`src/rtl/move_stack_pkg.sv`:
```
// Shared direction encoding for the rat datapath (controller, move stack, display).
package move_stack_pkg;

    localparam int unsigned DIR_W = 2;

    typedef logic [DIR_W-1:0] dir_t;

    localparam dir_t UP    = 2'd0;
    localparam dir_t RIGHT = 2'd1;
    localparam dir_t LEFT  = 2'd2;
    localparam dir_t DOWN  = 2'd3;

endpackage

```
`src/rtl/move_stack_path_ram.sv`:
```
// DEPTH x DIR_W path storage: one synchronous write port, one synchronous read port
// whose data lands in either the pop register or the replay register.
module path_ram
    import move_stack_pkg::*;
#(
    parameter int unsigned DEPTH = 256,
    parameter int unsigned AW    = $clog2(DEPTH)
) (
    input  logic             clk,
    input  logic             rst,
    input  logic             clr,
    input  logic             we,
    input  logic [AW-1:0]    waddr,
    input  logic [DIR_W-1:0] wdata,
    input  logic [AW-1:0]    raddr,
    input  logic             rd_pop,
    input  logic             rd_rep,
    output logic [DIR_W-1:0] pop_data,
    output logic [DIR_W-1:0] rep_data
);

    logic [DIR_W-1:0] mem [DEPTH];

    always_ff @(posedge clk) begin
        if (we) mem[waddr] <= wdata;
    end

    // Non-blocking read of the old word gives read-before-write on a replace.
    always_ff @(posedge clk or posedge rst) begin
        if (rst) begin
            pop_data <= '0;
            rep_data <= '0;
        end else if (clr) begin
            pop_data <= '0;
            rep_data <= '0;
        end else begin
            if (rd_pop) pop_data <= mem[raddr];
            if (rd_rep) rep_data <= mem[raddr];
        end
    end

endmodule

```
`src/rtl/move_stack.sv`:
```
// Move stack: records accepted moves, returns the top on backtrack, replays oldest-first.
// Optional MOVE_STACK_STATS_EN adds max_depth and replayed outputs.
module move_stack
    import move_stack_pkg::*;
#(
    parameter int unsigned DEPTH = 256,
    parameter int unsigned AW    = $clog2(DEPTH)
) (
    input  logic             clk,
    input  logic             rst,
    input  logic             clr,
    input  logic             push,
    input  logic             pop,
    input  logic [DIR_W-1:0] din,
    output logic [DIR_W-1:0] poped,
    input  logic             show,
    input  logic             qpop,
    output logic [DIR_W-1:0] move_out,
    output logic             move_valid,
    output logic             err,
    output logic             empty,
    output logic             full,
    output logic             no_path,
    output logic             ovf,
`ifdef MOVE_STACK_STATS_EN
    output logic [AW:0]      max_depth,
    output logic [AW:0]      replayed,
`endif
    output logic [AW:0]      count
);

    logic [AW:0]   sp, sp_next, rp, rp_next;
    logic          mv_next, err_next, no_path_next, ovf_next;
    logic          we, rd_pop, rd_rep;
    logic [AW-1:0] waddr, raddr;

    assign empty = (sp == '0);
    assign full  = (sp == (AW+1)'(DEPTH));
    assign count = sp;

    always_ff @(posedge clk or posedge rst) begin
        if (rst) begin
            sp         <= '0;
            rp         <= '0;
            move_valid <= 1'b0;
            err        <= 1'b0;
            no_path    <= 1'b0;
            ovf        <= 1'b0;
        end else begin
            sp         <= sp_next;
            rp         <= rp_next;
            move_valid <= mv_next;
            err        <= err_next;
            no_path    <= no_path_next;
            ovf        <= ovf_next;
        end
    end

    // Solve/replay decode; clr overrides every strobe in the same cycle.
    always_comb begin
        sp_next      = sp;
        rp_next      = rp;
        mv_next      = 1'b0;
        err_next     = 1'b0;
        no_path_next = no_path;
        ovf_next     = ovf;
        we           = 1'b0;
        rd_pop       = 1'b0;
        rd_rep       = 1'b0;
        waddr        = AW'(sp);
        raddr        = show ? AW'(rp) : AW'(sp - (AW+1)'(1));

        if (!show) begin
            rp_next = '0;
            if (push && pop) begin
                we = 1'b1;
                if (empty) begin
                    sp_next      = sp + (AW+1)'(1);
                    no_path_next = 1'b1;
                end else begin
                    waddr  = AW'(sp - (AW+1)'(1));
                    rd_pop = 1'b1;
                end
            end else if (push) begin
                if (full) begin
                    ovf_next = 1'b1;
                end else begin
                    we      = 1'b1;
                    sp_next = sp + (AW+1)'(1);
                end
            end else if (pop) begin
                if (empty) begin
                    no_path_next = 1'b1;
                end else begin
                    rd_pop  = 1'b1;
                    sp_next = sp - (AW+1)'(1);
                end
            end
        end else if (qpop) begin
            if (rp < sp) begin
                rd_rep  = 1'b1;
                mv_next = 1'b1;
                rp_next = rp + (AW+1)'(1);
            end else begin
                err_next = 1'b1;
            end
        end

        if (clr) begin
            sp_next      = '0;
            rp_next      = '0;
            mv_next      = 1'b0;
            err_next     = 1'b0;
            no_path_next = 1'b0;
            ovf_next     = 1'b0;
            we           = 1'b0;
            rd_pop       = 1'b0;
            rd_rep       = 1'b0;
        end
    end

    path_ram #(.DEPTH(DEPTH), .AW(AW)) u_ram (
        .clk      (clk),
        .rst      (rst),
        .clr      (clr),
        .we       (we),
        .waddr    (waddr),
        .wdata    (din),
        .raddr    (raddr),
        .rd_pop   (rd_pop),
        .rd_rep   (rd_rep),
        .pop_data (poped),
        .rep_data (move_out)
    );

`ifdef MOVE_STACK_STATS_EN
    // High-water mark tracks the next depth so it is current with count.
    always_ff @(posedge clk or posedge rst) begin
        if (rst) begin
            max_depth <= '0;
            replayed  <= '0;
        end else if (clr) begin
            max_depth <= '0;
            replayed  <= '0;
        end else begin
            if (sp_next > max_depth) max_depth <= sp_next;
            if (!show)        replayed <= '0;
            else if (mv_next) replayed <= replayed + (AW+1)'(1);
        end
    end
`endif

endmodule

```
`config.mk`:
```
export PLATFORM = sky130hd
export DESIGN_NAME = move_stack
export DESIGN_NICKNAME = d
export VERILOG_FILES = /design/src/rtl/move_stack_pkg.sv /design/src/rtl/move_stack_path_ram.sv /design/src/rtl/move_stack.sv
export SDC_FILE = /design/constraint.sdc
export NUM_CORES = 1
export LEC_CHECK = 0
export ABC_AREA = 1
export ABC_CLOCK_PERIOD_IN_PS = 3800
export CORE_MARGIN = 3
export CORE_UTILIZATION = 64
export CTS_CLUSTER_SIZE = 20
export DETAILED_ROUTE_END_ITERATION = 8
export DONT_BUFFER_PORTS = 1
export PLACE_DENSITY = 0.8
export SYNTH_ARGS = -nofsm -noshare
export SYNTH_HDL_FRONTEND = slang
export SYNTH_SLANG_ARGS = --single-unit
```
`constraint.sdc`:
```
create_clock -name clk -period 3.8 [get_ports clk]
set_clock_uncertainty 0.15 [all_clocks]
set_input_delay 0.95 -clock clk [delete_from_list [all_inputs] [get_ports clk]]
set_output_delay 0.95 -clock clk [all_outputs]
set_load 0.02 [all_outputs]
```
# Word level (Yosys, flattened, before mapping)
# Memory sizes are Yosys's and may differ from the RTL's.
# Cells that the tools add are included.
# classes
n_mux	52
n_addsub	3
n_reduce_logical	12
order_cmp	1
eq_ne	9
# ops
op	n
$mux W9	12
$mux W1	32
$mux W8	4
$add A9 B1 Y9 const B	2
$eq A9 B9 Y1 const B	1
$logic_not A9 Y1	1
$lt A9 B9 Y1	1
$ne A3 B2 Y1 const B	3
$sub A9 B1 Y9 const B	1
$mux W2	4
$ne A4 B3 Y1 const B	2
$reduce_bool A2 Y1	4
$reduce_and A5 Y1	1
$ne A2 B2 Y1 const B	2
$reduce_and A4 Y1	1
$reduce_bool A4 Y1	1
$ne A3 B3 Y1 const B	1
$reduce_and A3 Y1	1
$reduce_bool A3 Y1	1
$reduce_and A2 Y1	1
$logic_and A1 B1 Y1	1
# word_totals
in_bits	9
memories	1
ram_bits	512
wordCells	86
output_inout_bits	19
regBits	26
# memory_table
name	depth	width	read_ports	rd_ports_with_merged_regs	write_ports	line	rtl
u_ram.mem	256	2	1	0	1	move_stack_path_ram.sv:22	logic [DIR_W-1:0] mem [DEPTH];

# Logic depth before layout (Yosys ltp)
# depth
word_depth	9
depth_mapped	17
ltp_nobuf	17

# By module
# From an unflattened synthesis, not the netlist that was laid out.
# unflattened
cells_unflattened	2411
area_unflattened_um2	24343.3
# by_module_without_submodules
module	area_per_inst_um2	n_inst	cells_per_inst
path_ram	22306.4	1	2086
move_stack	2037.0	1	325

# Worst setup path before layout
# OpenSTA, ideal clock, no wires.
# synth_path
path_kind	input to register
start	input push
end	memory u_ram.mem[104][0], enable pin
setup_ns	0.309
path_slack_ns	0.682
stages	8
required_time_ns	3.341
arrival_time_ns	2.659
path_buffers	2
cell_sequence	clkbuf_1 -> inv_1 -> nor2_1 -> nand3_1 -> nor3_1 -> nand2_1 -> clkbuf_1 -> nor2_1
# synth_between
elab_chain_len	6
# synth_rtl
item	line	rtl
start: declaration	move_stack.sv:12	input logic push,
$mux W1 / $logic_and A1 B1 Y1 (equally long branches)	move_stack.sv:84, move_stack.sv:75	
$mux W1	move_stack.sv:75	if (push && pop) begin
$mux W1	move_stack.sv:73	if (!show) begin
$mux W1	move_stack.sv:109	if (clr) begin
$mux W1	move_stack_path_ram.sv:25	if (we) mem[waddr] <= wdata;
$mux W1 (implied by the code)	move_stack_path_ram.sv:25	
end: declaration	move_stack_path_ram.sv:22	
# Several ways; a longest one is shown, not always the timed one.

# Final worst setup path
# layout_path
start	register sp[0] (netlist: count[0])
end	memory u_ram.mem[121][1], enable pin
# layout_between
elab_chain_len	8
# layout_rtl
item	line	rtl
start: declaration	move_stack.sv:32	logic [AW:0] sp, sp_next, rp, rp_next;
start signal: assignment	move_stack.sv:50	sp <= sp_next;
$eq A9 B9 Y1	move_stack.sv:38	assign full = (sp == (AW+1)'(DEPTH));
$mux W1	move_stack.sv:85	if (full) begin
$mux W1	move_stack.sv:84	end else if (push) begin
$mux W1	move_stack.sv:75	
$mux W1	move_stack.sv:73	
$mux W1	move_stack.sv:109	
$mux W1	move_stack_path_ram.sv:25	
$mux W1 (implied by the code)	move_stack_path_ram.sv:25	
# Several ways; a longest one is shown, not always the timed one.

==> summary.txt <==
Status
  • Status: completed

Worst setup path
  • CP Max Fanout: 16
  • Crit-path cells: inv_2 > buf_4 > nand4_1 > inv_1 > nand3_1 > nor2_1 > xor2_1 > inv_1 > o21ai_2 > inv_2 > nor2_4 > nand2_4 > nor2_1
  • Worst path max stage delay: 0.50 ns
  • Worst EP arrival: 3.67 ns
  • Crit. End Element: register
  • Worst R2R Path Depth: 13
  • Critical path startpoint: count[0]
  • R2R setup slack: 0.23 ns
  • Worst r2r src: count[0]
  • CP Launch Type: register
  • Critical-path top delay cell: dfrtp_1
  • Crit Path Category: register to register
  • Worst path required time: 3.90 ns

Run
  • Max-Cap Viols: 0

Synth
  • Synth Instances: 2,258
  • Syn Area/Cell: 10.6 um2
  • Unique masters post-synth: 38
  • Sequential element share of the synthesized area: 67.2%
  • Cell Area, Synth: 23,800 um2
  • Synth Warn #: 0
  • Yosys reg bits: 538
  • Synth Net Count: 2,278

Power and ir drop
  • Sw power: 5810 uW
  • Internal: 10,900 uW
  • Max VDD drop: 0.541 mV
  • Register share of total power: 40.3%
  • Clock share of power: 30.1%
  • Combinational fraction of design power: 29.7%
  • Leak Pwr: 0.00918 uW
  • Sw Ratio: 34.8%
  • Cell Pwr Density: 640 nW/um2

Timing
  • Slew Viols, Final: 0
  • Worst slew pin tran: 1.09 ns
  • Final hold violation count: 0
  • Fmax: 280 MHz
  • Final TNS setup: 0 ns
  • RSZ-0062 raised after global routing: false
  • Final period util: 93.9%
  • Rel. slew slack: 27.1%
  • Crit path time final: 3.57 ns
  • Endpoints failing setup: 0

Clocking
  • Clock sink total: 538
  • Post-CTS sizing: 0
  • Clock latency on the worst-skew pair: 0.58 ns
  • Clk pin slew, worst setup/hold paths: 0.06 ns
  • TritonCTS buffer count: 51
  • Clock root cell: clkbuf_16
  • H-tree depth: 2
  • CTS Buffer Depth: 3
  • Hold-fix buffers at CTS: 0
  • Post-CTS Setup Inserts: 0
  • CTS tree: done

Detailed routing
  • DRC errors left: 0
  • Drt pass-1 iters: 9
  • Via density: 6.36
  • Avg WL per Cell: 22.6 um
  • Detailed Route WL: 61,700 um
  • Vias: 17,396
  • Antenna-violating nets left: 0
  • DRT iter0 DRCs: 2,431

GRT
  • GRT Residual Overflow: 0
  • First-pass GRT wire length: 94,500 um
  • Largest net degree at the start of global routing: 257
  • Total GRT Usage: 31.5%
  • Initial antenna violation count: 0
  • Vias in the first global route: 17,130

Hold path
  • Hold depth: 1
  • Hold_sp: clr
  • Min-delay worst type: primary input to register

Floorplan
  • Initial Utilization: 64.9%
  • DIE HEIGHT: 199 um
  • Core area: 36,700 um2
  • Io pins: 28
  • # rows: 70
  • Full die area: 39,600 um2
  • Die W: 199 um

Finish
  • Final Non-Filler Cells: 2,735
  • Layout area overhead: 9.41%
  • Antenna diodes: 0
  • Share of layout cells above drive strength 1: 8.56%
  • Final #Nets: 2,247

Placement
  • Routability cong.: 0.910
  • Placed insts: 2,642
  • I/O Buffers: 0
  • Post-DP HPWL: 35,100 um
worst max-delay path: cells and delay by family (launching register included):
kind                      cells  cell delay [ns]
AOI/OAI and AO/OA             1             0.30
and+or+nand+nor               6             1.35
DFF                           1             0.50
xor gates and xnor gates      1             0.32
buffers and inverters         5             0.60
flip-flops by register name, summed over array words and instances (netlist names):
name / count
u_ram.rep_data: 2
rp: 9
no_path: 1
count: 9
err: 1
u_ram.pop_data: 2
ovf: 1
move_valid: 1
u_ram.mem: 512
synth_stat cells (all sizes together):
library cell  number  share of area [%]
o31ai              1              0.032
a21oi             12               0.25
buf               51                1.4
nand2            599                9.9
a21boi             1              0.032
nor2             292                4.9
o211ai             2              0.063
clkbuf            93                1.5
a22o               1              0.037
nand4              8               0.24
xnor2              1              0.037
inv               52               0.83
nor3              10               0.23
nand3            535                 11
o22ai             10               0.26
a31oi              1              0.026
clkinv             1              0.016
o2111ai            1              0.037
edfxtp           512                 65
ha                11               0.58
dfrtp             26                2.7
o21ai             27               0.69
xor2              11               0.44
through the flow:
| stage | utilization [%] | hold slack [ns] | total power [uW] | area (um2) | setup WS, ns |
|---|---|---|---|---|---|
| 3_5_place_dp | 66.6 | 0.450 | 11600 | 24400 | 0.266 |
| 3_3_place_gp | 66.6 | 0.434 | 11500 | 24400 | 0.345 |
| 2_1_floorplan | - | 0.409 | 10100 | 23800 | 0.682 |
| 6_report | 71.1 | 0.278 | 16700 | 26100 | 0.232 |
| 4_1_cts | 71.1 | 0.261 | 16600 | 26100 | 0.286 |
| 5_1_grt | 71.1 | 0.266 | 17300 | 26100 | 0.00876 |
cells by family (layout without fill, tap and decap cells):
family	Yosys count	in the layout	share of synthesized area [%]
xor+xnor	12	12	0.473
buf+inv	197	206	3.76
simple gates	1444	1444	26.5
compound gates	56	56	1.43
fa+ha+maj	11	11	0.578
flops	538	538	67.2
per-layer routing:
layer  vias up  part of all wire, %  GRT usage, %
met3       262                   13          6.67
met2      1170                   47          50.0
met1      8198                   35          42.4
li1       7766                    -             -
met5         -                    0             0
met4         0                  5.4          14.5
power by group through the flow:
stage,registers (uW),clock network [uW],logic [uW]
final,6720,5020,4950
after global routing,6720,5280,5320
after CTS,6720,5040,4850
after detailed placement,6840,0,4790
after global placement,6840,0,4660
after floorplan,6810,0,3280
area by class of cell:
cell class	count	area (um2)
clock buffers	74	1430
clock inverters	19	213
fillers	2403	10600
inverters	53	204
multi-input cells	1523	6950
flip-flops and latches	538	16000
well taps	468	586
repair buffers	60	663
cell usage in the layout, fill, tap and decap left out, types with 2 or more instances in the layout:
cell | synthesis | layout
a21oi_1 | 12 | 12
buf_12 | 0 | 17
buf_4 | 0 | 43
bufinv_16 | 0 | 4
clkbuf_1 | 93 | 17
clkbuf_16 | 0 | 52
clkbuf_8 | 0 | 5
clkinv_1 | 1 | 4
clkinv_2 | 0 | 8
dfrtp_1 | 26 | 26
edfxtp_1 | 512 | 512
ha_1 | 11 | 11
inv_1 | 42 | 41
inv_2 | 9 | 9
inv_4 | 1 | 2
nand2_1 | 578 | 575
nand2_2 | 11 | 12
nand2_4 | 10 | 12
nand3_1 | 534 | 534
nand4_1 | 7 | 7
nor2_1 | 280 | 280
nor2_2 | 4 | 4
nor2_4 | 8 | 8
nor3_1 | 9 | 9
o211ai_1 | 2 | 2
o21ai_0 | 18 | 17
o21ai_2 | 8 | 8
o22ai_1 | 10 | 10
xor2_1 | 10 | 10
final timing paths:
check,endpoint
max in group asynchronous,count[0]
min,no_path
min in group asynchronous,rp[4]
max,u_ram.mem[121][1]
min reg2reg,rp[8]
max reg2reg,u_ram.mem[121][1]
Note: power is estimated with default switching activity, not from simulation.
